$ cat config.mk
export PLATFORM = sky130hd
export DESIGN_NAME = range_sum_ctrl
export DESIGN_NICKNAME = d
export VERILOG_FILES = /design/src/rtl/range_sum_pkg.sv /design/src/rtl/range_sum_ctrl_adder_comb.sv /design/src/rtl/range_sum_ctrl.sv
export SDC_FILE = /design/constraint.sdc
export NUM_CORES = 1
export LEC_CHECK = 0
export CORE_UTILIZATION = 41
export DETAILED_ROUTE_END_ITERATION = 6
export SETUP_SLACK_MARGIN = 0.1
export SLEW_MARGIN = 20
export SYNTH_ARGS = -nofsm -noshare
export SYNTH_HDL_FRONTEND = slang
export SYNTH_SLANG_ARGS = --single-unit
$ cat constraint.sdc
create_clock -name clk -period 16.41 [get_ports clk]
set_input_delay 4.923 -clock clk [delete_from_list [all_inputs] [get_ports clk]]
set_output_delay 4.923 -clock clk [all_outputs]
set_load 0.01 [all_outputs]
$ cat src/rtl/range_sum_pkg.sv
// Shared types and constants for the range_sum_ctrl slice.
// range_sum() is the independent reference sum used by the optional checker.
package range_sum_pkg;

  localparam int NIB_W = 4;
  localparam int NUM   = 8;
  localparam int IDX_W = 3;
  localparam int SUM_W = 8;

  typedef enum logic [1:0] {
    LOAD  = 2'd0,
    READY = 2'd1,
    EVAL  = 2'd2,
    RESP  = 2'd3
  } state_t;

  // Walks the slots in order and adds the ones inside the inclusive range.
  function automatic logic [SUM_W-1:0] range_sum(
    input logic [NUM*NIB_W-1:0] bank,
    input logic [IDX_W-1:0]     a,
    input logic [IDX_W-1:0]     b
  );
    logic [IDX_W-1:0] lo;
    logic [IDX_W-1:0] hi;
    logic [SUM_W-1:0] acc;
    lo  = (a < b) ? a : b;
    hi  = (a < b) ? b : a;
    acc = '0;
    for (int i = 0; i < NUM; i++) begin
      if (i >= int'(lo) && i <= int'(hi)) begin
        acc = acc + SUM_W'(bank[i*NIB_W +: NIB_W]);
      end
    end
    return acc;
  endfunction

endpackage

$ cat src/rtl/range_sum_ctrl_adder_comb.sv
// adder_comb: combinational sum of the nibbles I[min(M,m)]..I[max(M,m)].
// Slot i of Iin sits at [4i+3:4i]; endpoints may arrive in either order.
module adder_comb
  import range_sum_pkg::*;
(
  input  logic [NUM*NIB_W-1:0] Iin,
  input  logic [IDX_W-1:0]     M,
  input  logic [IDX_W-1:0]     m,
  output logic [SUM_W-1:0]     Y
);

  logic [IDX_W-1:0] lo;
  logic [IDX_W-1:0] hi;
  logic [NUM-1:0]   sel;

  assign lo = (M < m) ? M : m;
  assign hi = (M < m) ? m : M;

  // Build a slot-select mask first, then add the selected nibbles.
  always_comb begin
    sel = '0;
    Y   = '0;
    for (int i = 0; i < NUM; i++) begin
      sel[i] = (IDX_W'(i) >= lo) && (IDX_W'(i) <= hi);
    end
    for (int i = 0; i < NUM; i++) begin
      if (sel[i]) begin
        Y = Y + SUM_W'(Iin[i*NIB_W +: NIB_W]);
      end
    end
  end

endmodule

$ cat src/rtl/range_sum_ctrl.sv
// range_sum_ctrl: loads eight nibbles serially, then serves range-sum queries.
// Optional self-check of adder_comb enabled by defining RANGE_SUM_CHECK_EN.
module range_sum_ctrl
  import range_sum_pkg::*;
(
  input  logic             clk,
  input  logic             rst,
  input  logic             in_valid,
  output logic             in_ready,
  input  logic [NIB_W-1:0] in_data,
  input  logic             reload,
  input  logic             q_valid,
  output logic             q_ready,
  input  logic [IDX_W-1:0] q_M,
  input  logic [IDX_W-1:0] q_m,
  output logic             r_valid,
  input  logic             r_ready,
  output logic [SUM_W-1:0] r_sum,
  output logic             err
);

  state_t                 state;
  logic [IDX_W-1:0]       cnt;
  logic [NUM*NIB_W-1:0]   bank;
  logic [IDX_W-1:0]       idx_a;
  logic [IDX_W-1:0]       idx_b;
  logic [SUM_W-1:0]       y;

  assign in_ready = (state == LOAD);
  // A reload in READY takes priority, so the query side is held off that cycle.
  assign q_ready  = (state == READY) && !reload;

  adder_comb u_adder (
    .Iin (bank),
    .M   (idx_a),
    .m   (idx_b),
    .Y   (y)
  );

  always_ff @(posedge clk) begin
    if (rst) begin
      state   <= LOAD;
      cnt     <= '0;
      bank    <= '0;
      idx_a   <= '0;
      idx_b   <= '0;
      r_sum   <= '0;
      r_valid <= 1'b0;
    end else begin
      case (state)
        LOAD: begin
          if (in_valid) begin
            bank[{cnt, 2'b00} +: NIB_W] <= in_data;
            cnt                         <= cnt + 1'b1;
            if (cnt == IDX_W'(NUM - 1)) begin
              state <= READY;
            end
          end
        end
        READY: begin
          if (reload) begin
            cnt   <= '0;
            state <= LOAD;
          end else if (q_valid) begin
            idx_a <= q_M;
            idx_b <= q_m;
            state <= EVAL;
          end
        end
        EVAL: begin
          r_sum   <= y;
          r_valid <= 1'b1;
          state   <= RESP;
        end
        RESP: begin
          if (r_ready) begin
            r_valid <= 1'b0;
            state   <= READY;
          end
        end
        default: state <= LOAD;
      endcase
    end
  end

`ifdef RANGE_SUM_CHECK_EN
  // Sticky flag: any disagreement with the reference sum stays visible until rst.
  always_ff @(posedge clk) begin
    if (rst) begin
      err <= 1'b0;
    end else if (state == EVAL && range_sum(bank, idx_a, idx_b) != y) begin
      err <= 1'b1;
    end
  end
`else
  assign err = 1'b0;
`endif

endmodule

==> impl_metrics.json, run 1 <==
{
  "synth_nets": 598,
  "final_cell_mix": "nor2_1 (65), dfxtp_1 (52), ha_1 (44)",
  "cts_tree": "yes",
  "period_share_pct": 68.9,
  "coreArea_um2": 10300,
  "ctsLongestPathBuffers": 2,
  "fin_nets": 614,
  "via_per_inst": 5.43,
  "hpwl_um": 8380,
  "syn_inst": 531,
  "syn_avg_cell_area_um2": 8.21,
  "grt_pass1_vias": 3711,
  "setup_viol": 0,
  "ant_nets": 0,
  "area_growth_pct": 10.3,
  "max_freq_mhz": 88.4,
  "clkTransAtPathRegs_ps": 110,
  "worstHoldPathType": "flop to flop",
  "fp.dieH_um": 105,
  "min_period_ps": 11310,
  "drt_iter0_drc": 179,
  "ys.warnings.count": 0,
  "rr_worst_depth": 33,
  "numPortBuffers": 26,
  "cts_htree_levels": 2,
  "yosysSeqAreaShare_pct": 23.9,
  "maxCapViolCount": 0,
  "outcome": "completed",
  "total_power_mw": 0.274,
  "synth_cell_type_count": 65,
  "slew_violations": 0,
  "instances_no_fill": 684,
  "grt_max_degree": 54,
  "hold_viol": 0,
  "vias": 3713,
  "routed_wl_um": 10400,
  "io-pin-count": 28,
  "place_congestion": 0.831,
  "antenna_found_initial": 0,
  "cts_buffers": 5,
  "synthFlopType": "dfxtp_1",
  "hold_depth": 2,
  "antenna_cells": 0,
  "drc": 0,
  "drive_gt1_share_pct": 5.29,
  "async_reset_ff_share_pct": 0,
  "synth_seq_cells": 52,
  "routedWlPerCell_um": 15.3,
  "ctsResizeCount": 0,
  "critPathCaptureType": "output port",
  "postCtsSetupBuffers": 0,
  "fin_setup_tns_ps": 0,
  "overflow": 0,
  "vdd_drop_max_mv": 0.0404,
  "initial_core_util_pct": 42.2,
  "grt_pass1_wl_um": 17600,
  "tightest_slew_ps": 1080,
  "cts-hold-fix-buffers": 0,
  "required_ps": 11490,
  "die_w_um": 105,
  "final_common_cell": "nor2_1",
  "worstPathMaxFanout": 9,
  "rsz0062_at_grt": "false",
  "startpoint_type": "input pin",
  "synth-edff-count": 0,
  "slew-limit-headroom_pct": 27.9,
  "drt_pre_antenna_iters": 4,
  "synth_area_um2": 4360,
  "cellLeakagePower_nw": 2.11,
  "skew_ps": 10.3,
  "dp_cells": 676,
  "critPathArrivalTime_ps": 6390,
  "power_density_nw_per_um2": 57.0,
  "clockRootBuffer": "clkbuf_8",
  "track_usage_pct": 19.8,
  "dieArea_um2": 11100,
  "num_rows": 37,
  "crit_type": "input pin to output port",
  "cts.sinks": 52,
  "clock_latency_ps": 320
}
## area by class of cell
type | count | area, µm²
clock buffers | 5 | 68.8
clock inverters | 3 | 26.3
fillers | 1006 | 5510
inverters | 36 | 135
multi-input cells | 426 | 3110
flip-flops and latches | 52 | 1040
well taps | 136 | 170
repair buffers | 26 | 255
## critical path: stages
cell and delay (ps):
clkdlybuf4s50_1 440, nand2b_1 150, clkinv_1 290, clkdlybuf4s50_1 580
## synth_stat cells, types with 2 or more instances
cell type / n / share of area, %
nor4b_1: 2 / 0.40
nor2_1: 65 / 5.6
nand2b_1: 3 / 0.43
xor2_1: 4 / 0.80
o31ai_1: 4 / 0.69
o22ai_1: 2 / 0.29
o211a_1: 2 / 0.46
o21ai_0: 9 / 1.0
o21a_1: 2 / 0.34
nor3_1: 16 / 1.8
dfxtp_1: 52 / 24
or3_1: 3 / 0.43
or2_2: 2 / 0.29
xnor2_1: 16 / 3.2
clkbuf_1: 14 / 1.2
buf_4: 2 / 0.34
o32ai_1: 2 / 0.40
ha_1: 44 / 13
o21bai_1: 2 / 0.34
o311a_1: 2 / 0.46
o31a_1: 2 / 0.40
nand2_1: 40 / 3.4
a221oi_1: 3 / 0.60
and2_1: 13 / 1.9
a21oi_1: 42 / 4.8
nor3b_1: 2 / 0.34
o22a_1: 2 / 0.40
nor4_1: 4 / 0.57
a211oi_1: 4 / 0.69
inv_1: 35 / 3.0
nor2b_1: 11 / 1.6
a21o_1: 14 / 2.4
mux2_2: 9 / 2.3
nand3_1: 18 / 2.1
nand4_1: 2 / 0.29
fa_1: 7 / 3.2
a311oi_1: 2 / 0.40
mux2i_1: 33 / 7.6
or4_1: 2 / 0.34
and3_1: 10 / 1.4
o211ai_1: 4 / 0.69
## metal layers
layer / vias to the layer above / track usage [%] / wire length [µm]
li1: 1915 / - / -
met1: 1744 / 26.4 / 5100
met2: 41 / 34.1 / 4970
met3: 13 / 2.18 / 193
met4: 0 / 5.13 / 175
met5: - / 0 / 0
## where the power goes
| group | leakage (nW) | switching [mW] | internal [mW] |
|---|---|---|---|
| Combinational | 1.65 | 0.0370 | 0.0274 |
| Clock | 0.0423 | 0.0472 | 0.0311 |
| Sequential | 0.420 | 0.00301 | 0.128 |
| Total | 2.11 | 0.0872 | 0.187 |
## logic make-up after synthesis
group,synth area share (%)
AOI/OAI and AO/OA,17.6
xor gates and xnor gates,5.19
adders and majority gates,15.8
buffers and inverters,4.73
DFF,23.9
muxes,10.2
other,0.0860
and+or+nand+nor,22.4
## registers in the layout (all words and copies together), names as in the netlist
register / flops
idx_b: 3
r_valid: 1
bank: 32
idx_a: 3
cnt: 3
state: 2
r_sum: 8
## stage by stage
step	hold slack (ps)	area (µm²)	setup WS, ps	utilization, %
6_report	463	4810	5100	46.6
4_1_cts	469	4810	5090	46.6
3_5_place_dp	454	4710	5090	45.7
3_3_place_gp	443	4710	5090	45.7
5_1_grt	498	4810	5020	46.6
2_1_floorplan	441	4360	6230	-
## worst paths after layout
check                                 to  startpoint  slack (ps)
worst max-delay path             q_ready      reload        5100
worst min-delay path            r_sum[2]    r_sum[2]         460
worst max register to register  r_sum[6]    idx_b[1]        7070
worst min register to register  r_sum[2]    r_sum[2]         460
Note: power is estimated with default switching activity, not from simulation.
==> run 2, diff against run 1 <==
Clock period 16.41 ns to 9.06 ns, I/O delays scaled along.
==> impl_metrics.json, run 2 (synthesis results as in run 1) <==
{
  "r2r_slack_ps": 560,
  "regMostFlops": "bank",
  "crit_path_start": "idx_b[2]",
  "largest_reg_flops": 32,
  "antenna_cells": 0,
  "period_share_pct": 93.8,
  "p_sw_share_pct": 32.3,
  "worstPathMaxFanout": 6,
  "rr_worst_depth": 36,
  "skew_ps": 7.98,
  "hpwl_um": 8420,
  "reg.largest.list": "bank: 32 flops, r_sum: 8 flops",
  "dieArea_um2": 11100,
  "cp_slowest_cell": "or4b_4",
  "p_comb_share_pct": 24.2,
  "p_clk_share_pct": 28.7,
  "drt_iter0_drc": 166,
  "coreArea_um2": 10300,
  "numPortBuffers": 26,
  "grtUsageMet2_pct": 34.8,
  "final_common_cell": "nor2_1",
  "stdcell_area_um2": 4960,
  "fin_setup_tns_ps": 0,
  "clockRootBuffer": "clkbuf_8",
  "worstHoldPathType": "flop to flop",
  "cp-endpoint": "r_sum[6]",
  "ctsLongestPathBuffers": 2,
  "cts_buffers": 5,
  "min_period_ps": 8500,
  "antenna_found_initial": 0,
  "initial_core_util_pct": 42.2,
  "place_congestion": 0.830,
  "overflow": 0,
  "cts-hold-fix-buffers": 0,
  "clkTransAtPathRegs_ps": 110,
  "startpoint_type": "flop",
  "critPathArrivalTime_ps": 8730,
  "postPlaceCellArea_um2": 4740,
  "area_growth_pct": 13.7,
  "setup_viol": 0,
  "max_freq_mhz": 118,
  "drc": 0,
  "fin_nets": 623,
  "required_ps": 9290,
  "die_w_um": 105,
  "total_power_mw": 0.506,
  "track_usage_pct": 19.8,
  "hold_viol": 0,
  "outcome": "completed",
  "critPathCaptureType": "flop",
  "drive_gt1_share_pct": 10.2,
  "cellLeakagePower_nw": 2.17,
  "grt_pass1_vias": 3582,
  "grt_pass1_wl_um": 17300,
  "dp_slack_ps": 242,
  "cts_htree_levels": 2,
  "vdd_drop_max_mv": 0.0600,
  "routedWlPerCell_um": 15.4,
  "slew-limit-headroom_pct": 35.0,
  "clock_latency_ps": 320,
  "slew_violations": 0,
  "vias": 3791,
  "power_density_nw_per_um2": 102,
  "reg2reg_to": "r_sum[6]",
  "switchingPower_mw": 0.163,
  "grt_max_degree": 54,
  "rr_startpoint": "idx_b[2]",
  "grt_util_met1_pct": 25.5,
  "via_per_inst": 5.47,
  "ant_nets": 0,
  "routed_wl_um": 10700,
  "crit_path_frequent_cell": "ha_1",
  "num_rows": 37,
  "p_int_mw": 0.343,
  "seqPwrFrac_pct": 47.1,
  "rsz0062_at_grt": "true",
  "cts_tree": "yes",
  "cpPeakStageDelay_ps": 580,
  "use_met3_pct": 2.31,
  "maxCapViolCount": 0,
  "cts.sinks": 52,
  "crit_type": "flop to flop",
  "tightest_slew_ps": 976,
  "setup_slack_ps": 560,
  "drt_pre_antenna_iters": 4,
  "fp.dieH_um": 105,
  "grt.busiest_layer": "met2",
  "final_cell_mix": "nor2_1 (60), dfxtp_1 (49), ha_1 (43)",
  "io-pin-count": 28
}
[run 2: cell types whose count changed in the layout (fill, tap and decap cells not counted), sizes merged]
cell	previous run	this run
mux2	10	11
buf	1	8
clkbuf	5	6
[run 2: stage by stage]
step | std cells | hold slack, ps | utilization [%]
3_5_place_dp | 680 | 456 | 46.0
5_1_grt | 693 | 497 | 48.0
3_3_place_gp | 680 | 444 | 46.0
2_1_floorplan | 531 | 441 | -
4_1_cts | 688 | 471 | 46.9
6_report | 693 | 465 | 48.0
[run 2: how the worst min path moves through the flow]
stage | startpoint | endpoint | slack (ps) | depth (start not counted)
after global routing | r_sum[2] | r_sum[2] | 500 | 2
after floorplan | bank[10] | bank[10] | 440 | 2
after detailed placement | r_sum[2] | r_sum[2] | 460 | 2
final | r_sum[2] | r_sum[2] | 460 | 2
after global placement | r_sum[2] | r_sum[2] | 440 | 2
after CTS | r_sum[2] | r_sum[2] | 470 | 2
[run 2: cell type report]
type	count	area, µm²
Inverter	36	135
Tap cell	136	170
Fill cell	1024	5370
Clock buffer	5	68.8
Multi-Input combinational cell	427	3200
Clock inverter	3	26.3
Timing Repair Buffer	34	313
Sequential cell	52	1040
[run 2: power by group through the flow]
stage                     registers, mW  logic, mW  clock network (mW)
after floorplan                   0.241     0.0869                   0
after global placement            0.243      0.113                   0
after detailed placement          0.244      0.117                   0
after CTS                         0.238      0.118               0.150
after global routing              0.239      0.138               0.157
final                             0.238      0.122               0.146
[run 2: critical path, delay by kind of cell, from the launching register on]
kind / cells / cell delay (ps)
adder cells (fa/ha/maj): 8 / 2740
multiplexers: 2 / 640
AND/OR/NAND/NOR: 10 / 2400
AO/OA/AOI/OAI: 10 / 1680
buffers and inverters: 3 / 180
flip-flops: 1 / 390
XOR/XNOR: 3 / 400
[run 2: repair_timing]
item	CTS	global route
hold endpoints to repair	0	0
buffers inserted	0	3
resized for setup	0	19
endpoints found under the setup margin	0	4
[run 2: metal layers]
| metal | vias to the layer above | part of all wire, % |
|---|---|---|
| met5 | - | 0 |
| met4 | 0 | 1.5 |
| met3 | 14 | 1.8 |
| met2 | 45 | 48 |
| met1 | 1809 | 48 |
| li1 | 1923 | - |
==> patch 1, RTL diff (flow settings as in run 2) <==
The 4 states of `state_t` get a Gray code encoding in 2 bits.
--- a/src/rtl/range_sum_pkg.sv
+++ b/src/rtl/range_sum_pkg.sv
@@ -8,10 +8,10 @@
   localparam int SUM_W = 8;
 
   typedef enum logic [1:0] {
-    LOAD  = 2'd0,
-    READY = 2'd1,
-    EVAL  = 2'd2,
-    RESP  = 2'd3
+    LOAD  = 2'b00,
+    READY = 2'b01,
+    EVAL  = 2'b11,
+    RESP  = 2'b10
   } state_t;
 
   // Walks the slots in order and adds the ones inside the inclusive range.
Behaviour: same outputs for any inputs over 10 cycles, from zero or initial values and one cycle with rst high; not proved beyond that.
==> patch 1 against run 2 <==
Setup slack gained 0.074 ns; sequential cell count is the same; area after synthesis grew 1.9%; sequential share of layout area shrank 0.62 points; design area grew 3.1%; wire length grew 1.3%.
Power is not compared: it rests on default switching activity, and its combinational part moved more than twofold at a synthesized area within 25%.
==> patch 1: results (changes against run 2) <==
Hold path endpoint -> r_sum[5]
Port Buffer Count -> 26 (unchanged)
Worst Setup SP -> idx_b[1]
Status -> finished clean
Hold path depth -> 2 (unchanged)
Critical Path Max Stage Delay -> 0.48 ns (-0.10 ns)
Area contributors post-synth -> dfxtp_1 (23%), ha_1 (11%), mux2i_1 (8.3%)
R2R setup slack -> 0.63 ns (+0.07 ns)
Largest net degree at the start of global routing -> 54 (unchanged)
HPWL after DPL -> 8380 um (-0.47%)
WL met1 -> 5040 um (-2.7%)
Global-route wire length before repair -> 18200 um (+4.9%)
Final Max Slew Viols -> 0 (unchanged)
Synth top cells by count -> nor2_1 (65), dfxtp_1 (52), ha_1 (39)
Cell count of the worst reg-to-reg path -> 34 (-5.6%)
Filler cells -> 991 (-3.2%)
Iteration-0 DRC Markers -> 190 (+14%)
Mapped Nets -> 580 (-3.0%)
Longest Clk Path Bufs -> 2 (unchanged)
Arr. time, crit path -> 8.65 ns (-0.08 ns)
Grt met1 use -> 26.6% (+1.2 points)
Clock Skew -> 0.00808 ns (+0.000108 ns)
Pre-antenna DRT Iters -> 4 (unchanged)
Antenna cell count -> 0 (unchanged)
Total GRT Usage -> 20.3% (+0.51 points)
Sw frac -> 25.0%
Synth cell types -> 80 (+23%)
Met3 WL post-DR -> 302 um (+54%)
Number of nets in the layout -> 609 (-2.2%)
Met3 usage -> 2.21% (-0.10 points)
WL met2 -> 5280 um (+2.5%)
Worst-path clk slew -> 0.10 ns
CP delay by family, top -> adder cells
Via count of the first global-routing pass -> 3694 (+3.1%)
Slowest CP cell -> fa_1
Relative slew slack -> 31.1% (-3.9 points)
DR WL/cell -> 15.8 um (+2.7%)
RR Endpoint -> r_sum[7]
GP Congestion -> 0.813 (-2.1%)
Sequential share of the synthesized area -> 23.4% (-0.44 points)
Hold_sp -> r_sum[5]
Share of cells above drive strength 1 -> 13.5% (+3.3 points)
GR Util met2 -> 34.7% (about the same)
Vias per std cell -> 5.59 (+2.2%)
WHS -> 0.457 ns (-0.00764 ns)
patch 1: changes by cell type in the layout (fill, tap and decap cells not counted), sizes merged, moves of 6 or more:
| cell | delta |
|---|---|
| buf | +6 |
| nor3 | -7 |
| inv | -10 |
| a21oi | -10 |
| nand2 | -17 |
| o21a | +10 |
patch 1: layout make-up:
cell class | instances | area share [%]
tap | 136 | 3.33
clock buffer | 6 | 1.42
clock inverter | 2 | 0.759
timing repair buffer | 39 | 6.90
sequential | 52 | 20.5
inverter | 25 | 1.84
multi-input combinational | 424 | 65.3
patch 1: logic make-up (layout without fill, tap and decap cells):
group,Yosys count,in the layout,synth area share [%]
xor+xnor,22,22,5.52
flops,52,52,23.4
compound gates,118,118,19.0
buf+inv,42,72,3.72
simple gates,189,189,23.0
mux,48,48,11.2
fa+ha+maj,46,46,14.1
other cells,1,1,0.0844
patch 1: worst max-delay path by stage:
stage	to	slack (ns)	cells past startpoint
finish	r_sum[7]	0.63	34
global route	r_sum[7]	0.06	37
CTS	r_sum[7]	0.13	34
detailed placement	r_sum[7]	0.04	34
global placement	r_sum[7]	0.30	35
floorplan	r_sum[7]	0.32	36
patch 1: what timing repair did:
action	4_1_cts	5_1_grt
endpoints found under the setup margin	1	4
pin swaps	1	4
buffers inserted	1	6
gates resized for setup	0	22
patch 1: metrics by stage:
| stage | area (um2) | util, % | total power (W) | cells | worst slack, ns |
|---|---|---|---|---|---|
| after floorplan | 4440 | - | 0.000272 | 518 | 0.317 |
| after global placement | 4840 | 46.5 | 0.000286 | 669 | 0.305 |
| after detailed placement | 4840 | 46.5 | 0.000288 | 669 | 0.0356 |
| after CTS | 4960 | 47.6 | 0.000453 | 678 | 0.127 |
| after global routing | 5110 | 49.1 | 0.000472 | 684 | 0.0617 |
| final | 5110 | 49.1 | 0.000452 | 684 | 0.634 |
==> patch 2, RTL diff (settings of run 2) <==
Made on the original files. `IDX_W`: 3 -> 2.
--- a/src/rtl/range_sum_pkg.sv
+++ b/src/rtl/range_sum_pkg.sv
@@ -4,7 +4,7 @@
 
   localparam int NIB_W = 4;
   localparam int NUM   = 8;
-  localparam int IDX_W = 3;
+  localparam int IDX_W = 2;
   localparam int SUM_W = 8;
 
   typedef enum logic [1:0] {
Ports: changed (resized q_M and q_m); port bits go from 28 to 26. No check against the original RTL was run, so the function may have changed too.
==> patch 2 against run 2 <==
Combinational power increased by 45%; setup slack improved by 0.23 ns; sequential cell count decreased by 3; via count decreased by 15%; wire length decreased by 17%; die area decreased by 11%; clock skew decreased by 0.0026 ns; design area decreased by 13%; total power increased by 9.3%; area after synthesis decreased by 12%.
==> patch 2: results (changes against run 2) <==
Arr. time, crit path -> 8.49 ns (-0.24 ns)
R2R setup slack -> 0.79 ns (+0.23 ns)
Worst-path clk slew -> 0.09 ns (-0.02 ns)
Synth top cells by count -> nor2_1 (51), dfxtp_1 (49), ha_1 (45)
Max IR drop VDD -> 108 uV (+81%)
Status -> finished clean
XOR/XNOR Fraction of Synth Area -> 5.97% (+0.78 points)
Slowest CP cell -> or4_1
Worst Max-Slew Pin Slew -> 0.659 ns (-0.317 ns)
Critical Path End -> r_sum[7]
Mux contribution to synthesized area -> 5.45% (-4.8 points)
Post-DP Area -> 4190 um2 (-12%)
Sequential share of the synthesized area -> 25.5% (+1.6 points)
Vias -> 3225 (-15%)
Largest fanout on the critical path -> 13 (+7)
Share of cells above drive strength 1 -> 8.21% (-2.0 points)
Clock Skew -> 0.00535 ns (-0.00263 ns)
Iteration-0 DRC Markers -> 140 (-16%)
Critical Path Max Stage Delay -> 0.54 ns (-0.04 ns)
Drt total wl -> 8870 um (-17%)
Port Buffer Count -> 24 (-7.7%)
Clock latency on the worst-skew pair -> 0.30 ns (-0.02 ns)
Largest net degree at the start of global routing -> 44 (-19%)
Worst Setup SP -> idx_a[1]
Global-route wire length before repair -> 15000 um (-14%)
Mapped Nets -> 520 (-13%)
patch 2: power by group:
part           switching (W)  internal (W)  total, W
clock              0.0000753     0.0000692  0.000145
combinational       0.000106     0.0000712  0.000177
sequential         0.0000102      0.000222  0.000232
total               0.000191      0.000363  0.000554
patch 2: how the worst min path moves through the flow:
stage          startpoint  endpoint  slack, ns
2_1_floorplan    bank[16]  bank[16]       0.44
3_3_place_gp     bank[10]  bank[10]       0.45
3_5_place_dp     bank[23]  bank[23]       0.46
4_1_cts          bank[10]  bank[10]       0.47
5_1_grt          bank[10]  bank[10]       0.48
6_report         bank[10]  bank[10]       0.47
patch 2: layout make-up:
cell class / instances / area (um2)
fill: 900 / 4860
clock buffer: 7 / 96.3
clock inverter: 1 / 5.00
inverter: 30 / 113
sequential: 49 / 981
multi-input combinational: 361 / 2700
tap: 111 / 139
timing repair buffer: 27 / 263
patch 2: stage by stage:
step / setup slack (ns) / instances / utilization, %
floorplan: 1.51 / 454 / -
global placement: 1.08 / 578 / 45.8
detailed placement: 0.880 / 578 / 45.8
CTS: 0.821 / 586 / 46.9
global route: 0.170 / 586 / 46.9
finish: 0.794 / 586 / 46.9
patch 2: logic make-up after synthesis:
| kind of cell | after synthesis |
|---|---|
| adders and majority gates | 52 |
| and+or+nand+nor | 146 |
| AOI/OAI and AO/OA | 121 |
| other | 1 |
| muxes | 19 |
| xor gates and xnor gates | 22 |
| DFF | 49 |
| buffers and inverters | 44 |
patch 2: layer usage:
layer / global-route usage [%] / share of wire, %
met1: 25.8 / 51
met2: 32.3 / 47
met3: 2.06 / 1.8
met4: 4.59 / 1.0
met5: 0 / 0
patch 2: tightest hold or removal path: stages (launching register included):
cell and delay (ns):
dfxtp_1 0.32, nand2_1 0.06, a21oi_1 0.05
